--- src/rtl/cap_pkg.sv ---
// Shared types and constants for the capture trigger controller.
// Trigger-source bit positions index trig_src_en and the hit vector.
package cap_pkg;
   typedef enum logic [2:0] {IDLE, PRE, ARMED, POST, DONE} cap_state_t;
   localparam int TRIG_SPI  = 0;
   localparam int TRIG_UART = 1;
   localparam int TRIG_EXT  = 2;
endpackage

--- src/rtl/capture_trig_ctrl_if.sv ---
// Sample-RAM write port: the controller drives it, the RAM consumes it.
// No backpressure; the RAM accepts one write per cycle.
interface capture_trig_ctrl_if #(parameter int ADDR_W = 9);
   logic              wr_en;
   logic [ADDR_W-1:0] waddr;
   modport master (output wr_en, output waddr);
   modport slave  (input  wr_en, input  waddr);
endinterface

--- src/rtl/cap_addr_cnt.sv ---
// Wrapping write-address counter; clear has priority over increment.
// Registered output, updates the cycle after clr/inc; no backpressure.
module cap_addr_cnt #(
   parameter int ADDR_W = 9
) (
   input  logic              clk,
   input  logic              rst_n,
   input  logic              clr,
   input  logic              inc,
   output logic [ADDR_W-1:0] addr
);
   logic [ADDR_W-1:0] addr_q;

   always_ff @(posedge clk or negedge rst_n) begin
      if (!rst_n)   addr_q <= '0;
      else if (clr) addr_q <= '0;
      else if (inc) addr_q <= addr_q + ADDR_W'(1);
   end

   assign addr = addr_q;
endmodule

--- src/rtl/capture_trig_ctrl.sv ---
// Capture sequencer IDLE->PRE->ARMED->POST->DONE; status updates one cycle after the qualifying strobe.
// No backpressure: wr_en is combinational from smpl_en. Define CAP_AUTO_TRIG_EN to add the auto-trigger timeout.
module capture_trig_ctrl
   import cap_pkg::*;
#(
   parameter int ADDR_W = 9
) (
   input  logic                       clk,
   input  logic                       rst_n,
   input  logic                       arm,
   input  logic                       abort,
   input  logic                       smpl_en,
   input  logic [2:0]                 trig_src_en,
   input  logic                       SPItrig,
   input  logic                       UARTtrig,
   input  logic                       ext_trig,
   input  logic [ADDR_W-1:0]          trig_pos,
   input  logic [15:0]                auto_to,
   capture_trig_ctrl_if.master        ram,
   output logic [ADDR_W-1:0]          trig_addr,
   output logic                       armed,
   output logic                       triggered,
   output logic                       capture_done,
   output logic                       auto_trig
);
   cap_state_t        state_q, state_d;
   logic [ADDR_W-1:0] pre_cnt_q, pre_cnt_d;
   logic [ADDR_W-1:0] post_cnt_q, post_cnt_d;
   logic [ADDR_W-1:0] trig_pos_l_q, trig_pos_l_d;
   logic [ADDR_W-1:0] trig_addr_q, trig_addr_d;
   logic              trig_pend_q, trig_pend_d;
   logic [ADDR_W-1:0] pre_tgt;
   logic [ADDR_W-1:0] waddr;
   logic [2:0]        src;
   logic              hit, auto_hit, wr, arm_start;

   assign src[TRIG_SPI]  = SPItrig;
   assign src[TRIG_UART] = UARTtrig;
   assign src[TRIG_EXT]  = ext_trig;
   assign hit = |(trig_src_en & src);

   assign wr = smpl_en & ~abort & ((state_q == PRE) | (state_q == ARMED) | (state_q == POST));
   assign arm_start = arm & ~abort & ((state_q == IDLE) | (state_q == DONE));
   // DEPTH - trig_pos_l, computed modulo DEPTH
   assign pre_tgt = '0 - trig_pos_l_q;

   cap_addr_cnt #(.ADDR_W(ADDR_W)) u_addr (
      .clk   (clk),
      .rst_n (rst_n),
      .clr   (arm_start),
      .inc   (wr),
      .addr  (waddr)
   );

   always_ff @(posedge clk or negedge rst_n) begin
      if (!rst_n) begin
         state_q      <= IDLE;
         pre_cnt_q    <= '0;
         post_cnt_q   <= '0;
         trig_pos_l_q <= ADDR_W'(1);
         trig_addr_q  <= '0;
         trig_pend_q  <= 1'b0;
      end else begin
         state_q      <= state_d;
         pre_cnt_q    <= pre_cnt_d;
         post_cnt_q   <= post_cnt_d;
         trig_pos_l_q <= trig_pos_l_d;
         trig_addr_q  <= trig_addr_d;
         trig_pend_q  <= trig_pend_d;
      end
   end

   always_comb begin
      state_d      = state_q;
      pre_cnt_d    = pre_cnt_q;
      post_cnt_d   = post_cnt_q;
      trig_pos_l_d = trig_pos_l_q;
      trig_addr_d  = trig_addr_q;
      trig_pend_d  = trig_pend_q;
      if (abort) begin
         state_d     = IDLE;
         trig_pend_d = 1'b0;
      end else begin
         case (state_q)
            IDLE, DONE: begin
               if (arm) begin
                  state_d      = PRE;
                  pre_cnt_d    = '0;
                  post_cnt_d   = '0;
                  trig_pend_d  = 1'b0;
                  trig_pos_l_d = (trig_pos == '0) ? ADDR_W'(1) : trig_pos;
               end
            end
            PRE: begin
               if (smpl_en) begin
                  pre_cnt_d = pre_cnt_q + ADDR_W'(1);
                  if (pre_cnt_d == pre_tgt) state_d = ARMED;
               end
            end
            ARMED: begin
               if (smpl_en && (hit || trig_pend_q || auto_hit)) begin
                  trig_addr_d = waddr;
                  post_cnt_d  = ADDR_W'(1);
                  trig_pend_d = 1'b0;
                  state_d     = (trig_pos_l_q == ADDR_W'(1)) ? DONE : POST;
               end else if (!smpl_en && hit) begin
                  trig_pend_d = 1'b1;
               end
            end
            POST: begin
               if (smpl_en) begin
                  post_cnt_d = post_cnt_q + ADDR_W'(1);
                  if (post_cnt_d == trig_pos_l_q) state_d = DONE;
               end
            end
            default: state_d = IDLE;
         endcase
      end
   end

`ifdef CAP_AUTO_TRIG_EN
   logic [15:0] to_cnt_q, to_nxt;
   logic        auto_trig_q;

   assign to_nxt   = to_cnt_q + 16'd1;
   assign auto_hit = (state_q == ARMED) & smpl_en & ~abort & (auto_to != 16'd0) & (to_nxt == auto_to);

   // to_cnt sits at zero outside ARMED, so it is clear on entry
   always_ff @(posedge clk or negedge rst_n) begin
      if (!rst_n) begin
         to_cnt_q    <= '0;
         auto_trig_q <= 1'b0;
      end else begin
         if (state_q != ARMED)  to_cnt_q <= '0;
         else if (smpl_en)      to_cnt_q <= to_nxt;
         if (abort || arm_start)                      auto_trig_q <= 1'b0;
         else if (auto_hit && !(hit || trig_pend_q))  auto_trig_q <= 1'b1;
      end
   end

   assign auto_trig = auto_trig_q;
`else
   logic unused_auto_to;
   assign unused_auto_to = ^auto_to;
   assign auto_hit  = 1'b0;
   assign auto_trig = 1'b0;
`endif

   assign ram.wr_en    = wr;
   assign ram.waddr    = waddr;
   assign trig_addr    = trig_addr_q;
   assign armed        = (state_q == ARMED);
   assign triggered    = (state_q == POST) | (state_q == DONE);
   assign capture_done = (state_q == DONE);
endmodule

--- src/flat_wrapper.sv ---
// flat-port wrapper written by rule: the top's interface ports become plain ports
module capture_trig_ctrl_flat import cap_pkg::*;
#(
   parameter int ADDR_W = 9
)
  (clk, rst_n, arm, abort, smpl_en, trig_src_en, SPItrig, UARTtrig, ext_trig, trig_pos, auto_to, trig_addr, armed, triggered, capture_done, auto_trig, ram_wr_en, ram_waddr);
  capture_trig_ctrl_if #(.ADDR_W(ADDR_W)) ram_i ();
  input  logic clk;
  input  logic rst_n;
  input  logic arm;
  input  logic abort;
  input  logic smpl_en;
  input  logic [2:0] trig_src_en;
  input  logic SPItrig;
  input  logic UARTtrig;
  input  logic ext_trig;
  input  logic [ADDR_W-1:0] trig_pos;
  input  logic [15:0] auto_to;
  output logic [ADDR_W-1:0] trig_addr;
  output logic armed;
  output logic triggered;
  output logic capture_done;
  output logic auto_trig;
  output wire logic [$bits(ram_i.wr_en)-1:0] ram_wr_en;
  output wire logic [$bits(ram_i.waddr)-1:0] ram_waddr;
  assign ram_wr_en = ram_i.wr_en;
  assign ram_waddr = ram_i.waddr;
  capture_trig_ctrl #(.ADDR_W(ADDR_W)) u_core (.clk(clk), .rst_n(rst_n), .arm(arm), .abort(abort), .smpl_en(smpl_en), .trig_src_en(trig_src_en), .SPItrig(SPItrig), .UARTtrig(UARTtrig), .ext_trig(ext_trig), .trig_pos(trig_pos), .auto_to(auto_to), .ram(ram_i), .trig_addr(trig_addr), .armed(armed), .triggered(triggered), .capture_done(capture_done), .auto_trig(auto_trig));
endmodule
--- config.mk ---
export PLATFORM = sky130hd
export DESIGN_NAME = capture_trig_ctrl_flat
export DESIGN_NICKNAME = d
export VERILOG_FILES = /design/src/rtl/cap_pkg.sv /design/src/rtl/capture_trig_ctrl_if.sv /design/src/rtl/cap_addr_cnt.sv /design/src/rtl/capture_trig_ctrl.sv /design/src/flat_wrapper.sv
export SDC_FILE = /design/constraint.sdc
export NUM_CORES = 1
export LEC_CHECK = 0
export BUFFER_PORTS_ARGS = -buffer_cell sky130_fd_sc_hd__buf_2
export CAP_MARGIN = 20
export CORE_MARGIN = 5
export CORE_UTILIZATION = 60
export CTS_CLUSTER_DIAMETER = 80
export DETAILED_ROUTE_END_ITERATION = 7
export GPL_ROUTABILITY_DRIVEN = 1
export PLACE_DENSITY = 0.86
export SLEW_MARGIN = 10
export SYNTH_ARGS = -nofsm -noshare
export SYNTH_HDL_FRONTEND = slang
export SYNTH_SLANG_ARGS = --single-unit
--- constraint.sdc ---
create_clock -name clk -period 4.19 [get_ports clk]
set_input_delay 0.6285 -clock clk [delete_from_list [all_inputs] [get_ports clk]]
set_output_delay 0.6285 -clock clk [all_outputs]
set_load 0.02 [all_outputs]
; After elaboration in Yosys (flattened, before gate mapping)
; Index checks and enable logic that the tools add are counted.
[totals]
register_bits = 49
output_inout_bits = 23
[classes]
n_reduce_logical = 18
n_addsub = 4
eq_ne = 18
bitwise = 10
n_mux = 23
[op_table]
columns = cell, n
row1 = 9-bit 2-to-1 mux, 7
row2 = "9-bit by 1-bit adder with 9-bit output, second input constant", 3
row3 = 9-bit case mux with 3 select lines, 1
row4 = 3-bit 2-to-1 mux, 8
row5 = 9-bit == test, 2
row6 = 9-bit case mux with 2 select lines, 1
row7 = "3-bit != test, second input constant", 4
row8 = 3-bit case mux with 4 select lines, 1
row9 = "9-bit by 1-bit == test with 1-bit output, second input constant", 1
row10 = 9-bit zero test, 1
row11 = 3-bit AND reduction, 3
row12 = "1-bit by 9-bit subtractor with 9-bit output, first input constant", 1
row13 = "3-bit by 2-bit == test with 1-bit output, second input constant", 2
row14 = "2-bit != test, second input constant", 3
row15 = "3-bit by 2-bit != test with 1-bit output, second input constant", 2
row16 = 6-bit AND reduction, 1
row17 = 3-bit nonzero test, 2
row18 = 5-bit AND reduction, 1
row19 = 1-bit bitwise AND, 4
row20 = 1-bit 2-to-1 mux, 4
row21 = "4-bit by 2-bit != test with 1-bit output, second input constant", 1
row22 = 1-bit bitwise OR, 4
row23 = 4-bit AND reduction, 1
row24 = 2-bit nonzero test, 2
row25 = 12 further kinds, 13

; Logic depth before layout (Yosys ltp)
[logic_depth]
ltp_word = 7
depth_mapped = 9
mapped_depth_nobuf = 8

; Cells and area by module
; From an unflattened synthesis, not the netlist that was laid out.
[unflattened]
hier_cells = 327
hier_area_um2 = 3078.0
[modules_own_cells]
columns = mod, area_per_inst_um2, seq_area_each_um2, instances, cells_each
row1 = capture_trig_ctrl, 2618.8, 1002.2, 1, 284
row2 = cap_addr_cnt, 459.2, 225.2, 1, 43

; Least setup slack after synthesis
; No wires, ideal clock.
[synth_path]
path_kind = reg-to-reg
startpoint = register u_core.pre_cnt_q[0]
endpoint = register u_core.state_q[0]
path_stages_with_launch = 9
t_required_ns = 4.066
synth_period_minus_slack_ns = 2.262
path_slack_ns = 1.928
arrival_time_ns = 2.138
path_cell_list = dfrtp_1 ha_1 buf_6 nand3_2 xor2_2 nand2_1 or4_1 a311o_1 a211o_1
[synth_between]
elab_chain_len = 4
[synth_lines]
columns = item, line
row1 = from (decl), capture_trig_ctrl.sv:27  ; logic [ADDR_W-1:0] pre_cnt_q, pre_cnt_d;
row2 = from (signal assigned), capture_trig_ctrl.sv:65  ; pre_cnt_q <= pre_cnt_d;
row3 = 9-bit by 1-bit adder with 9-bit output, capture_trig_ctrl.sv:96  ; pre_cnt_d = pre_cnt_q + ADDR_W'(1);
row4 = 9-bit == test, capture_trig_ctrl.sv:97  ; if (pre_cnt_d == pre_tgt) state_d = ARMED;
row5 = 3-bit != test (no source line), --
row6 = 6-bit AND reduction (no source line), --
row7 = to (signal assigned), capture_trig_ctrl.sv:64  ; state_q <= state_d;
row8 = to (decl), capture_trig_ctrl.sv:26  ; cap_state_t state_q, state_d;
; Every way passes these cells.
; A chain may end at the register's enable or synchronous reset.

; Final worst setup path
[layout_path]
startpoint = register u_core.post_cnt_q[0]
endpoint = register u_core.state_q[1]
[layout_between]
elab_chain_len = 4
[layout_lines]
columns = item, line
row1 = from (decl), capture_trig_ctrl.sv:28  ; logic [ADDR_W-1:0] post_cnt_q, post_cnt_d;
row2 = from (signal assigned), capture_trig_ctrl.sv:66  ; post_cnt_q <= post_cnt_d;
row3 = 9-bit by 1-bit adder with 9-bit output, capture_trig_ctrl.sv:112  ; post_cnt_d = post_cnt_q + ADDR_W'(1);
row4 = 9-bit == test, capture_trig_ctrl.sv:113  ; if (post_cnt_d == trig_pos_l_q) state_d = DONE;
row5 = 3-bit by 2-bit != test with 1-bit output (no source line), --
row6 = 6-bit AND reduction (no source line), --
; Every way passes these cells.

==> results.txt <==
The maximum clock path buffer count came out at 2. The maximum fanout encountered on the critical timing path came out at 8. The clock-pin slew on the worst setup and hold paths is 0.10 ns. The via count of the first global-routing pass came out at 2518. The count of final hold-check violations is 0.

The worst setup path is launched from a flip-flop. For this configuration, the core starts out at a cell density of 0.606. Yosys mapped the design onto 58 distinct sky130hd cell types. The worst stage delay on the critical path came out at approximately 0.53 ns.

Counting flops with a built-in enable in the synthesized netlist gives 0. The post-route clock period utilization is 0.619. STA classifies the critical path endpoint as a flip-flop. By startpoint and endpoint, the worst setup path is classified as reg2reg. Of the total synthesized cell area, the portion taken by XOR and XNOR cells is 0.0998. CTS built an H-tree with a depth of 2.

TritonCTS built the clock tree. The number of buffers inserted by hold repair at cts came out at 0. The number of inserted filler cells in the final layout is ~400. Once the clock tree was built, the setup fixing pass inserted 0 buffers. The initial antenna violation count came to 0. The share of the yosys chip area belonging to registers is 0.401. The synthesized area divided by synthesized cell count came out at between 9 and 10 um2. The DRC violation count after routing came out at 0.

The top cell types in the final layout, fill and taps aside, are dfrtp_1 (48), buf_2 (41), o21ai_0 (29). The fraction of layout instances using a drive strength above 1 came out at 0.223. The share of the synthesized area in compound gates (AO/OA/AOI/OAI) came out at 0.159. Port buffering added 41 buffers. The detailed router finished its first iteration with ~160 violations. Counting the buffers created by CTS gives 5. The number of placement rows is 26. The total chip power is around 1.6 mW.

The post-DP HPWL is approximately 5.1 mm. The maximum number of pins on one net before global-route repair is 50. Setup repair after global routing left no endpoint under its margin. Clock tree synthesis found a total of between 40 and 50 sinks.

The full die area came out at around 0.0066 mm2. Of the total synthesized cell area, the portion taken by full adders, half adders and majority gates is 0.0205. The buffers plus inverters on the worst setup path came out at 0.

The worst hold margin is 0.227 ns. The max-capacitance violation count came out at 0. The setup clock skew after layout came out at 0.00958 ns. The post-route setup TNS came out at 0 ns. The number of optimization iterations in the first detailed-route pass is 4. Setup violations remaining at the end of the flow were counted as 0. The total via count after detailed routing is around 2500. The post-route antenna net violation count is 0. The flow ran to the end, and the final reports show no timing, DRC or antenna violations. The width of the die came out at between 80 and 90 um.

When the netlist entered floorplanning its net count stood at around 360. The number of standard cells in the layout, taps in and fillers out is between 400 and 500. The area added between synthesis and finish came out at 10.2%.

The worst-case register-to-register setup slack came out at around 1.6 ns. The required time of the critical path is roughly 4.4 ns. The number of register bits inferred by synthesis came out at between 40 and 50.

The dominant delay contributor by cell family on the critical path is compound AO/OA/AOI/OAI gates. The antenna diode count is 0. The min-delay analysis places its worst path in the category in2async. The synthesized netlist occupies a cell area of between 0.003 and 0.004 mm2. The timing-limited maximum frequency is 386 MHz.

The commonest non-fill, non-tap cell in the layout is dfrtp_1. The arrival time of data at the critical path endpoint came out at ~2.8 ns. The congestion estimate from routability-driven global placement came to 0.908.

The analysis attributes to cell leakage a power of around 1.5 nW. The first global-routing pass estimated 11.8 mm of wire. The signal on the critical path passes through ha_1 > nand3_1 > nor3_1 > xnor2_1 > a41oi_1 > a2111oi_0 > o32ai_1. The instance count of the mapped netlist came out at 322. The total core area is about 0.0050 mm2. The total routed wirelength came out at just under 7 mm. The final critical-path required period came out at about 2.6 ns. Counting tap cells, the placed design contains a total of a little over 400 instances. The dominant combinational cell family by area after synthesis is simple AND/OR/NAND/NOR gates. The minimum setup slack in the final design is between 1.5 and 2 ns. The most frequently used flop master after synthesis is dfrtp_1. The number of max-slew violations in the final report came out at 0.

The mean routed wirelength per cell came out at around 16 um. In this run the tightest slew margin relative to its limit is 0.494. The total overflow left after global routing is 0. For this run, the number of Yosys warnings is 0. The cell sitting at the root of the clock tree is a clkbuf_8. The overall routing resource usage came out at 0.230. The synthesized-area fraction occupied by and/or/nand/nor cells is 0.212. The clock latency on the worst-skew pair is 0.31 ns. The ratio of routed vias to standard cells is 5.96. The number of ports placed on the die boundary came out at 59. The total power per unit cell area is between 400 and 500 mW/mm2. The mux contribution to synthesized area came out at 0.0622. In the final design database the tool counted a little under 400 nets. The vertical die dimension came out at ~80 um. After synthesis, the share of flip-flops with an asynchronous set or reset is 1.00.

The slowest stage of the critical path is the a2111oi_0 cell. The maximum VDD drop is 0.000277 V. The slew at the pin closest to its max-slew limit came out at about 0.76 ns. The worst setup slack before clock tree synthesis came out at 1.65 ns. Gates resized during post-CTS repair numbered 0.
logic make-up (layout without fill, tap and decap cells):
group | Yosys count | count (layout)
other | 1 | 1
multiplexers | 17 | 17
XOR/XNOR | 34 | 34
flip-flops | 49 | 49
AND/OR/NAND/NOR | 116 | 116
AO/OA/AOI/OAI | 73 | 73
adder cells (fa/ha/maj) | 5 | 5
buffers and inverters | 27 | 59
final timing paths:
path                                                      endpoint                              from  cells after the start
worst max-delay path                 u_core.state_q[1]$_DFFE_PN0P_  u_core.post_cnt_q[0]$_DFFE_PN0P_                      7
worst min-delay path             u_core.u_addr.addr[1]$_DFFE_PN0P_                             rst_n                      1
worst max register to register       u_core.state_q[1]$_DFFE_PN0P_  u_core.post_cnt_q[0]$_DFFE_PN0P_                      7
worst min register to register     u_core.trig_addr[4]$_DFFE_PN0P_   u_core.trig_addr[4]$_DFFE_PN0P_                      1
max in group asynchronous       u_core.trig_pos_l_q[0]$_DFFE_PN1P_                             rst_n                      2
min in group clk                   u_core.trig_addr[4]$_DFFE_PN0P_   u_core.trig_addr[4]$_DFFE_PN0P_                      1
where the power goes:
part           switching, mW  internal [mW]
sequential             0.185          0.558
combinational          0.307          0.294
clock                  0.173          0.122
total                  0.665          0.974
through the flow:
| stage | instance area (um2) | util |
|---|---|---|
| finish | 3370 | 0.668 |
| global route | 3370 | 0.668 |
| CTS | 3350 | 0.664 |
| detailed placement | 3260 | 0.646 |
| global placement | 3260 | 0.646 |
| floorplan | 3060 | - |
registers in the layout (all words and copies together) (netlist names):
register and count:
u_core.state_q 3, u_core.trig_addr 9, u_core.trig_pend_q 1, u_core.trig_pos_l_q 9, u_core.u_addr.addr 9, u_core.post_cnt_q 9
u_core.pre_cnt_q 9
cell type report:
| type | count | area (um2) | share of cell area |
|---|---|---|---|
| Tap cell | 70 | 87.6 | 0.0260 |
| Inverter | 8 | 30.0 | 0.00891 |
| Timing Repair Buffer | 43 | 233 | 0.0691 |
| Sequential cell | 49 | 1230 | 0.364 |
| Clock buffer | 5 | 68.8 | 0.0204 |
| Multi-Input combinational cell | 246 | 1700 | 0.504 |
| Clock inverter | 3 | 25.0 | 0.00743 |
metal layers:
layer,share of wire,wire (um),up-vias,global-route usage
met2,0.53,3650,63,0.401
met3,0.041,280,14,0.0443
met4,0.019,131,0,0.0760
li1,-,-,1214,-
met5,0,0,-,0
met1,0.41,2820,1238,0.284
cells in the mapped netlist (3+ instances only):
cell type	count	area, um2
or3_1	8	50.1
nand2b_1	7	43.8
nand2_1	25	93.8
a21oi_1	14	70.1
inv_1	8	30.0
nor2b_1	7	43.8
ha_1	5	62.6
dfrtp_1	48	1200
nand4_1	7	43.8
buf_2	10	50.1
nor2_1	20	75.1
a211o_1	3	26.3
mux2_2	16	180
xor2_1	15	131
nor4_1	6	37.5
xnor2_1	18	158
and3_1	5	31.3
o21ai_0	29	145
nand3_1	8	40.0
nor3_1	5	25.0
clkbuf_1	6	22.5
o31ai_1	7	52.6
Note: power is estimated with default switching activity, not from simulation.
